**src/rtl/floppy_drive_mech.sv**
```systemverilog
// Behavioural model of one Amiga 3.5" floppy drive mechanism: decodes the CIA B
// disk-control bus and drives the /INDEX, /TRK0, /RDY, /CHNG and /WPRO status lines.
module floppy_drive_mech #(
    parameter int unsigned INDEX_PERIOD = 1418758,
    parameter int unsigned INDEX_WIDTH  = 142,
    parameter int unsigned SPINUP_TICKS = 354689,
    parameter int unsigned MAX_TRACK    = 79,
    parameter logic [31:0] DRIVE_ID     = 32'hFFFF_FFFF
) (
    input  logic       clk,
    input  logic       _reset,
    input  logic       clk7_en,
    input  logic       _sel,
    input  logic       _mtr,
    input  logic       _step,
    input  logic       dir,
    input  logic       _side,
    input  logic       disk_present,
    input  logic       wprot_in,
    output logic       _index,
    output logic       _trk0,
    output logic       _ready,
    output logic       _chng,
    output logic       _wprot,
    output logic [6:0] track,
    output logic       side,
    output logic       motor_on
);

    localparam int IDX_W  = $clog2(INDEX_PERIOD) + 1;
    localparam int SPIN_W = $clog2(SPINUP_TICKS) + 1;

    localparam logic [IDX_W-1:0]  IDX_LAST  = IDX_W'(INDEX_PERIOD - 1);
    localparam logic [IDX_W-1:0]  IDX_PULSE = IDX_W'(INDEX_WIDTH);
    localparam logic [SPIN_W-1:0] SPIN_DONE = SPIN_W'(SPINUP_TICKS);
    localparam logic [6:0]        TRACK_MAX = 7'(MAX_TRACK);

    logic              sel_q;
    logic              step_q;
    logic              disk_q;
    logic              chng;
    logic [31:0]       idreg;
    logic [SPIN_W-1:0] spin_cnt;
    logic [IDX_W-1:0]  idx_cnt;

    logic              sel_fall;
    logic              step_rise;
    logic              disk_fall;
    logic              step_ok;
    logic              running;
    logic              motor_n;
    logic [31:0]       idreg_n;
    logic [SPIN_W-1:0] spin_n;
    logic [6:0]        track_n;
    logic              chng_n;
    logic [IDX_W-1:0]  idx_n;
    logic              spun_up_n;

    assign side = ~_side;

    always_comb begin
        sel_fall  = sel_q & ~_sel;
        step_rise = ~step_q & _step;
        disk_fall = disk_q & ~disk_present;
        step_ok   = step_rise & ~_sel;
        running   = motor_on & (spin_cnt == SPIN_DONE) & disk_present;

        motor_n = motor_on;
        idreg_n = idreg;
        spin_n  = spin_cnt;
        if (sel_fall) begin
            motor_n = ~_mtr;
        end

        // A select edge that stops the motor restarts the ID sequence; further
        // selects with the motor left off clock the ID out one bit at a time.
        if (sel_fall && motor_on && _mtr) begin
            idreg_n = DRIVE_ID;
            spin_n  = '0;
        end else begin
            if (sel_fall && !motor_on && _mtr) begin
                idreg_n = {idreg[30:0], idreg[31]};
            end
            if (motor_on && (spin_cnt != SPIN_DONE)) begin
                spin_n = spin_cnt + 1'b1;
            end
        end
        spun_up_n = (spin_n == SPIN_DONE) & disk_present;

        track_n = track;
        if (step_ok) begin
            if (dir) begin
                if (track != 7'd0) begin
                    track_n = track - 7'd1;
                end
            end else if (track < TRACK_MAX) begin
                track_n = track + 7'd1;
            end
        end

        // Removal dominates a coincident step so a swap is never missed.
        chng_n = chng;
        if (disk_fall) begin
            chng_n = 1'b0;
        end else if (step_ok && disk_present) begin
            chng_n = 1'b1;
        end

        idx_n = idx_cnt;
        if (running) begin
            idx_n = (idx_cnt == IDX_LAST) ? '0 : idx_cnt + 1'b1;
        end
    end

    always_ff @(posedge clk or negedge _reset) begin
        if (!_reset) begin
            sel_q    <= 1'b1;
            step_q   <= 1'b1;
            disk_q   <= 1'b1;
            chng     <= 1'b0;
            idreg    <= DRIVE_ID;
            spin_cnt <= '0;
            idx_cnt  <= '0;
            track    <= 7'd0;
            motor_on <= 1'b0;
            _index   <= 1'b1;
            _trk0    <= 1'b1;
            _ready   <= 1'b1;
            _chng    <= 1'b1;
            _wprot   <= 1'b1;
        end else if (clk7_en) begin
            sel_q    <= _sel;
            step_q   <= _step;
            disk_q   <= disk_present;
            chng     <= chng_n;
            idreg    <= idreg_n;
            spin_cnt <= spin_n;
            idx_cnt  <= idx_n;
            track    <= track_n;
            motor_on <= motor_n;
            // Status lines float high whenever the drive is not selected.
            _index   <= _sel | ~(running & (idx_cnt < IDX_PULSE));
            _trk0    <= _sel | (track_n != 7'd0);
            _ready   <= _sel | (motor_n ? ~spun_up_n : ~idreg_n[31]);
            _chng    <= _sel | chng_n;
            _wprot   <= _sel | ~(disk_present & wprot_in);
        end
    end

endmodule
```
**config.mk**
```make
export PLATFORM = sky130hd
export DESIGN_NAME = floppy_drive_mech
export DESIGN_NICKNAME = d
export VERILOG_FILES = /design/src/rtl/floppy_drive_mech.sv
export SDC_FILE = /design/constraint.sdc
export NUM_CORES = 1
export LEC_CHECK = 0
export ABC_AREA = 1
export CAP_MARGIN = 20
export CORE_MARGIN = 4
export CORE_UTILIZATION = 42
export DETAILED_ROUTE_END_ITERATION = 6
export DONT_BUFFER_PORTS = 1
export MAX_ROUTING_LAYER = met4
export PLACE_DENSITY = 0.58
export REMOVE_ABC_BUFFERS = 1
export SYNTH_ARGS = -nofsm -noshare
export SYNTH_HDL_FRONTEND = slang
export SYNTH_SLANG_ARGS = --single-unit
```
**constraint.sdc**
```tcl
create_clock -name clk -period 1.7 [get_ports clk]
set_clock_uncertainty 0.05 [all_clocks]
set_input_delay 0.17 -clock clk [delete_from_list [all_inputs] [get_ports clk]]
set_output_delay 0.17 -clock clk [all_outputs]
set_load 0.005 [all_outputs]
```
# Word level (Yosys, flattened, before mapping)
# Cells that the tools add are included.
[op_classes]
addsub = 4
magnitude_cmp = 2
n_eq_ne = 4
mux = 13
n_bitwise = 23
n_reduce_logical = 12
[ops]
columns = ["cell", "n"]
rows = [
  ["$mux W32", 2],
  ["$eq A20 B19 Y1 const B", 2],
  ["$mux W20", 2],
  ["$mux W7", 4],
  ["$add A22 B1 Y22 const B", 1],
  ["$eq A22 B21 Y1 const B", 1],
  ["$lt A22 B8 Y1 const B", 1],
  ["$mux W22", 1],
  ["$add A20 B1 Y20 const B", 1],
  ["$ne A20 B19 Y1 const B", 1],
  ["$reduce_bool A7 Y1", 2],
  ["$and A1 B1 Y1", 9],
  ["$not A1 Y1", 9],
  ["$add A7 B1 Y7 const B", 1],
  ["$lt A7 B7 Y1 const B", 1],
  ["$sub A7 B1 Y7 const B", 1],
  ["$logic_and A1 B1 Y1", 6],
  ["$or A1 B1 Y1", 5],
  ["$mux W1", 4],
  ["$reduce_and A2 Y1", 2],
  ["$reduce_bool A2 Y1", 1],
  ["$logic_not A1 Y1", 1],
]
[totals]
register_bits = 91
in_bits = 10
word_cells = 73

# Longest topological paths before layout
[depth]
ltp_word = 10
depth_mapped = 15

# Worst setup path after synthesis
# Ideal clock, no wire load.
[synth_path]
kind = "reg-to-reg"
start = "register spin_cnt[1]"
end = "register idx_cnt[14]"
arrival_ns = 1.594
setup_slack_ns = -0.065
stages_incl_launch_ff = 14
n_path_buf = 0
cell_sequence = "dfrtp_1 > inv_1 > ha_1 > nand3_1 > nor2_2 > nand3_4 > nor2_4 > nand2_4 > nor2_8 > nand3_4 > nor2_4 > nand2_1 > o21ai_2 > a21oi_2"
[synth_via]
elab_chain_len = 4
[synth_lines]
columns = ["item", "line_no", "text"]
rows = [
  ["from (decl)", "43", "logic [SPIN_W-1:0] spin_cnt;"],
  ["from (signal assigned)", "137", "spin_cnt <= spin_n;"],
  ["$eq A20 B19 Y1", "66", "running = motor_on & (spin_cnt == SPIN_DONE) & disk_present;"],
  ["$and A1 B1 Y1 (2 in a row)", "66", ""],
  ["$reduce_and A2 Y1 (no source line)", "-", ""],
  ["to (signal assigned)", "138", "idx_cnt <= idx_n;"],
  ["to (decl)", "44", "logic [IDX_W-1:0] idx_cnt;"],
]
# No other way between the ends.
# A chain may end at the register's enable or synchronous reset.

# Worst setup path after layout
[layout_path]
start = "register spin_cnt[0]"
end = "register _ready"
[layout_via]
elab_chain_len = 9
[layout_lines]
columns = ["item", "line_no", "text"]
rows = [
  ["parallel branches: the longest is 2 deep, another holds $add A20 B1 Y20", "-", ""],
  ["$mux W20 *", "84", "if (motor_on && (spin_cnt != SPIN_DONE)) begin"],
  ["$mux W20 *", "77", "if (sel_fall && motor_on && _mtr) begin"],
  ["$eq A20 B19 Y1 *", "88", "spun_up_n = (spin_n == SPIN_DONE) & disk_present;"],
  ["$and A1 B1 Y1 *", "88", ""],
  ["$not A1 Y1 *", "144", "_ready <= _sel | (motor_n ? ~spun_up_n : ~idreg_n[31]);"],
  ["$mux W1 *", "144", ""],
  ["$or A1 B1 Y1 *", "144", ""],
  ["to (signal assigned)", "144", ""],
  ["to (decl)", "22", "output logic _ready,"],
]
# Every way passes the cells marked *.

==> metrics.json <==
{
  "timing.reg2reg.worst_path_depth": 14,
  "worst_setup_endpoint": "_ready$_DFFE_PN1P_",
  "setup.worst_path.end_class": "flop",
  "run_status": "finished, violations left",
  "finalMaxSlewViolations": 0,
  "setup_repair_after_global_routing_missed_its_margin": "yes",
  "cap_violations": 0,
  "fp-row-count": 41,
  "cts-htree-levels": 3,
  "dr.first_iter.drc_count": 453,
  "violations": "negative hold slack, negative setup slack",
  "worst-setup-path-type": "flop to flop",
  "sequential_cell_area_um2": 2331,
  "hold_buffers": 9,
  "design.core.area_um2": 12820,
  "period_minus_slack_ns": 1.881,
  "most_area_consuming_cells_after_synthesis": "dfrtp_1 (23%), dfstp_2 (19%), nand2_1 (12%), inv_1 (7.1%), o21ai_0 (6.5%)",
  "cts.root.buffer_cell": "clkbuf_16",
  "synth-seq-cells": 91,
  "total_leakage_power_nw": 3.300,
  "total_negative_slack_for_setup_checks_ns": -1.098,
  "regToRegStartpoint": "spin_cnt[0]$_DFFE_PN0P_",
  "synth_warnings": 0,
  "synthDistinctLibCells": 44,
  "final_hold_viol_count": 91,
  "cp.required_ns": 1.93,
  "crit_start": "spin_cnt[0]$_DFFE_PN0P_",
  "power.ir.vdd_worst_uv": 599.9,
  "die_area_um2": 15270,
  "largest_net_degree_at_the_start_of_global_routing": 92,
  "vias_in_the_first_global_route": 5080,
  "drt_wl_total_mm": 15.03,
  "fmax_mhz": 531.6,
  "n_fill_cell": 1181,
  "gp_congestion": 0.9687,
  "antenna_violations_before_repair": 0,
  "tritoncts": "built",
  "layout.cells.non_filler": 1052,
  "postRouteAntennaNets": 0,
  "multiInputGateArea_um2": 3075,
  "ys_seq_area_frac": 0.4147,
  "grt_pass1_wl_mm": 24.51,
  "clk_pin_slew_worst_paths_ns": 0.07,
  "worst_skew_pair.late_latency_ns": 0.35,
  "initial_core_util": 0.4376,
  "syn-instance-count": 762,
  "timing.final.ws_setup_ns": -0.1810,
  "detail_route.vias_per_cell": 5.175,
  "die_x_um": 123.6,
  "diodes": 0,
  "power_per_cell_area_nw_per_um2": 878.4,
  "finalNetCount": 892,
  "r2r_setup_slack_ns": -0.18,
  "count_of_clock_tree_sinks": 91,
  "drt_first_pass_iters": 5,
  "grt_overflow_total": 0,
  "die-height_um": 123.6,
  "critical_path.max_fanout": 5,
  "instance_area_after_placement_um2": 6505,
  "worst-endpoint-arrival_ns": 2.11,
  "synth_area_leader_cell": "dfrtp_1",
  "hold_class": "primary input to asynchronous set/reset pin",
  "wl_per_cell_um": 14.29,
  "grt_usage": 0.2075,
  "finalPower_mw": 6.553,
  "final_number_of_setup_violating_endpoints": 13,
  "layout-area-overhead-vs-synth_pct": 32.93,
  "drt_drc_violations_left": 0,
  "finish.instance_area_um2": 7460,
  "hpwl_mm": 10.27,
  "buffer_ports.inserted": 0,
  "min_period_over_period": 1.106,
  "post_synth_instance_area_um2": 5612,
  "rr_endpoint": "_ready$_DFFE_PN1P_",
  "transition_at_the_pin_with_the_smallest_max_transition_slack_ns": 0.5911,
  "cts_max_path_buffers": 2,
  "post_route_cells_drive_above_1_share": 0.3159,
  "netlist.area_leader.share": 0.2274,
  "synthesis.area_per_instance_um2": 7.364,
  "io_pins": 24,
  "startpoint_type": "flop",
  "numCtsBuffers": 9,
  "slew_headroom": 0.6047,
  "dpl.cell_count": 1009,
  "worst_hold_slack_ns": -0.5398,
  "via_count": 5444
}
## cells in the final DEF (no fill, tap or decap), types with 9 or more instances in the layout
master	netlist	layout
nor4_1	12	11
o21ai_1	7	21
o21ai_0	73	56
a21oi_1	12	9
inv_2	2	12
nand2_2	3	11
nand2_1	184	175
nand4_1	17	17
nor3_1	16	9
buf_6	0	13
nand3_1	49	39
nor2_4	8	13
nand3_2	0	9
xor2_1	21	20
clkbuf_16	0	13
dlygate4sd3_1	0	9
dfstp_2	40	40
dfrtp_1	51	48
buf_4	3	97
nor2_2	5	10
nor2_1	80	70
inv_1	106	92
## worst max-delay path, cell delays in order, from the launching register on
cell      delay (ns)
dfrtp_1         0.42
ha_2            0.22
nand2_2         0.06
nor2_4          0.13
nand2_4         0.09
nor2_4          0.17
nand3b_1        0.09
nand2_1         0.06
nand2_1         0.06
nor2_1          0.11
nand2_1         0.06
nor2_1          0.11
nand2_1         0.06
nand2_1         0.07
a21oi_2         0.05
## report_power, final
part           switching (mW)  total, mW  internal [mW]
Sequential              0.237       2.90           2.66
Combinational           0.903       1.63          0.726
Clock                   0.924       2.03           1.10
Total                    2.06       6.55           4.49
## Yosys cell counts, drive strengths merged
cell    instances
o21ai          82
nor3b           1
o31ai           5
dfstp          40
buf             8
clkbuf         16
ha              7
a21boi          2
a211oi          2
xor2           21
nor2           94
nor4           12
a31oi           1
a21oi          13
xnor2           3
nand3          52
nand4          19
o21bai          1
inv           108
a22oi           1
dfrtp          51
nand2         189
nand3b          1
o21a            1
o22ai           6
clkinv          2
nor3           19
o211ai          2
a41oi           1
or2             2
## cells by family after synthesis
logic type	share of synthesized area
adders and majority gates	0.01561
xor gates and xnor gates	0.03746
DFF	0.4147
and+or+nand+nor	0.3246
buffers and inverters	0.09275
AOI/OAI and AO/OA	0.1148
## final cells by class
cell class | instances | share of cell area
Multi-Input combinational cell | 537 | 0.4123
Sequential cell | 91 | 0.3125
Tap cell | 172 | 0.02885
Inverter | 110 | 0.05669
Timing Repair Buffer | 126 | 0.1501
Clock buffer | 11 | 0.03405
Clock inverter | 5 | 0.005535
## stage by stage
stage          setup slack [ns]    util
2_1_floorplan           -0.7325       -
3_3_place_gp            -0.1689  0.5072
3_5_place_dp            -0.2173  0.5072
4_1_cts                 -0.1709  0.5494
5_1_grt                 -0.3552  0.5817
6_report                -0.1810  0.5817
## per-layer routing
metal	track usage	vias up	part of all wire
li1	-	2696	-
met1	0.2709	2589	0.45
met2	0.3207	131	0.48
met3	0.04450	28	0.046
met4	0.07266	0	0.021
met5	-	-	0
## state kept, by name, summed over array words and instances (netlist names)
register  count
track         7
disk_q        1
_index        1
step_q        1
_trk0         1
idx_cnt      22
_wprot        1
_chng         1
motor_on      1
spin_cnt     20
idreg        32
chng          1
_ready        1
sel_q         1
## how the worst min path moves through the flow
stage                                to  slack, ns  cells past startpoint
2_1_floorplan          chng$_DFFE_PN0P_      -0.18                      0
3_3_place_gp   spin_cnt[11]$_DFFE_PN0P_      -0.17                      0
3_5_place_dp   spin_cnt[11]$_DFFE_PN0P_      -0.17                      0
4_1_cts        spin_cnt[11]$_DFFE_PN0P_      -0.55                      0
5_1_grt        spin_cnt[11]$_DFFE_PN0P_      -0.56                      0
6_report       spin_cnt[11]$_DFFE_PN0P_      -0.54                      0
## timing repair
action / CTS / global route
gates cloned: 0 / 3
pin swaps: 15 / 35
gates resized for setup: 27 / 92
setup buffers: 8 / 9
endpoints found under the hold margin: 107 / 91
setup endpoints to repair: 30 / 79
Power figures use the tool's default switching activity.
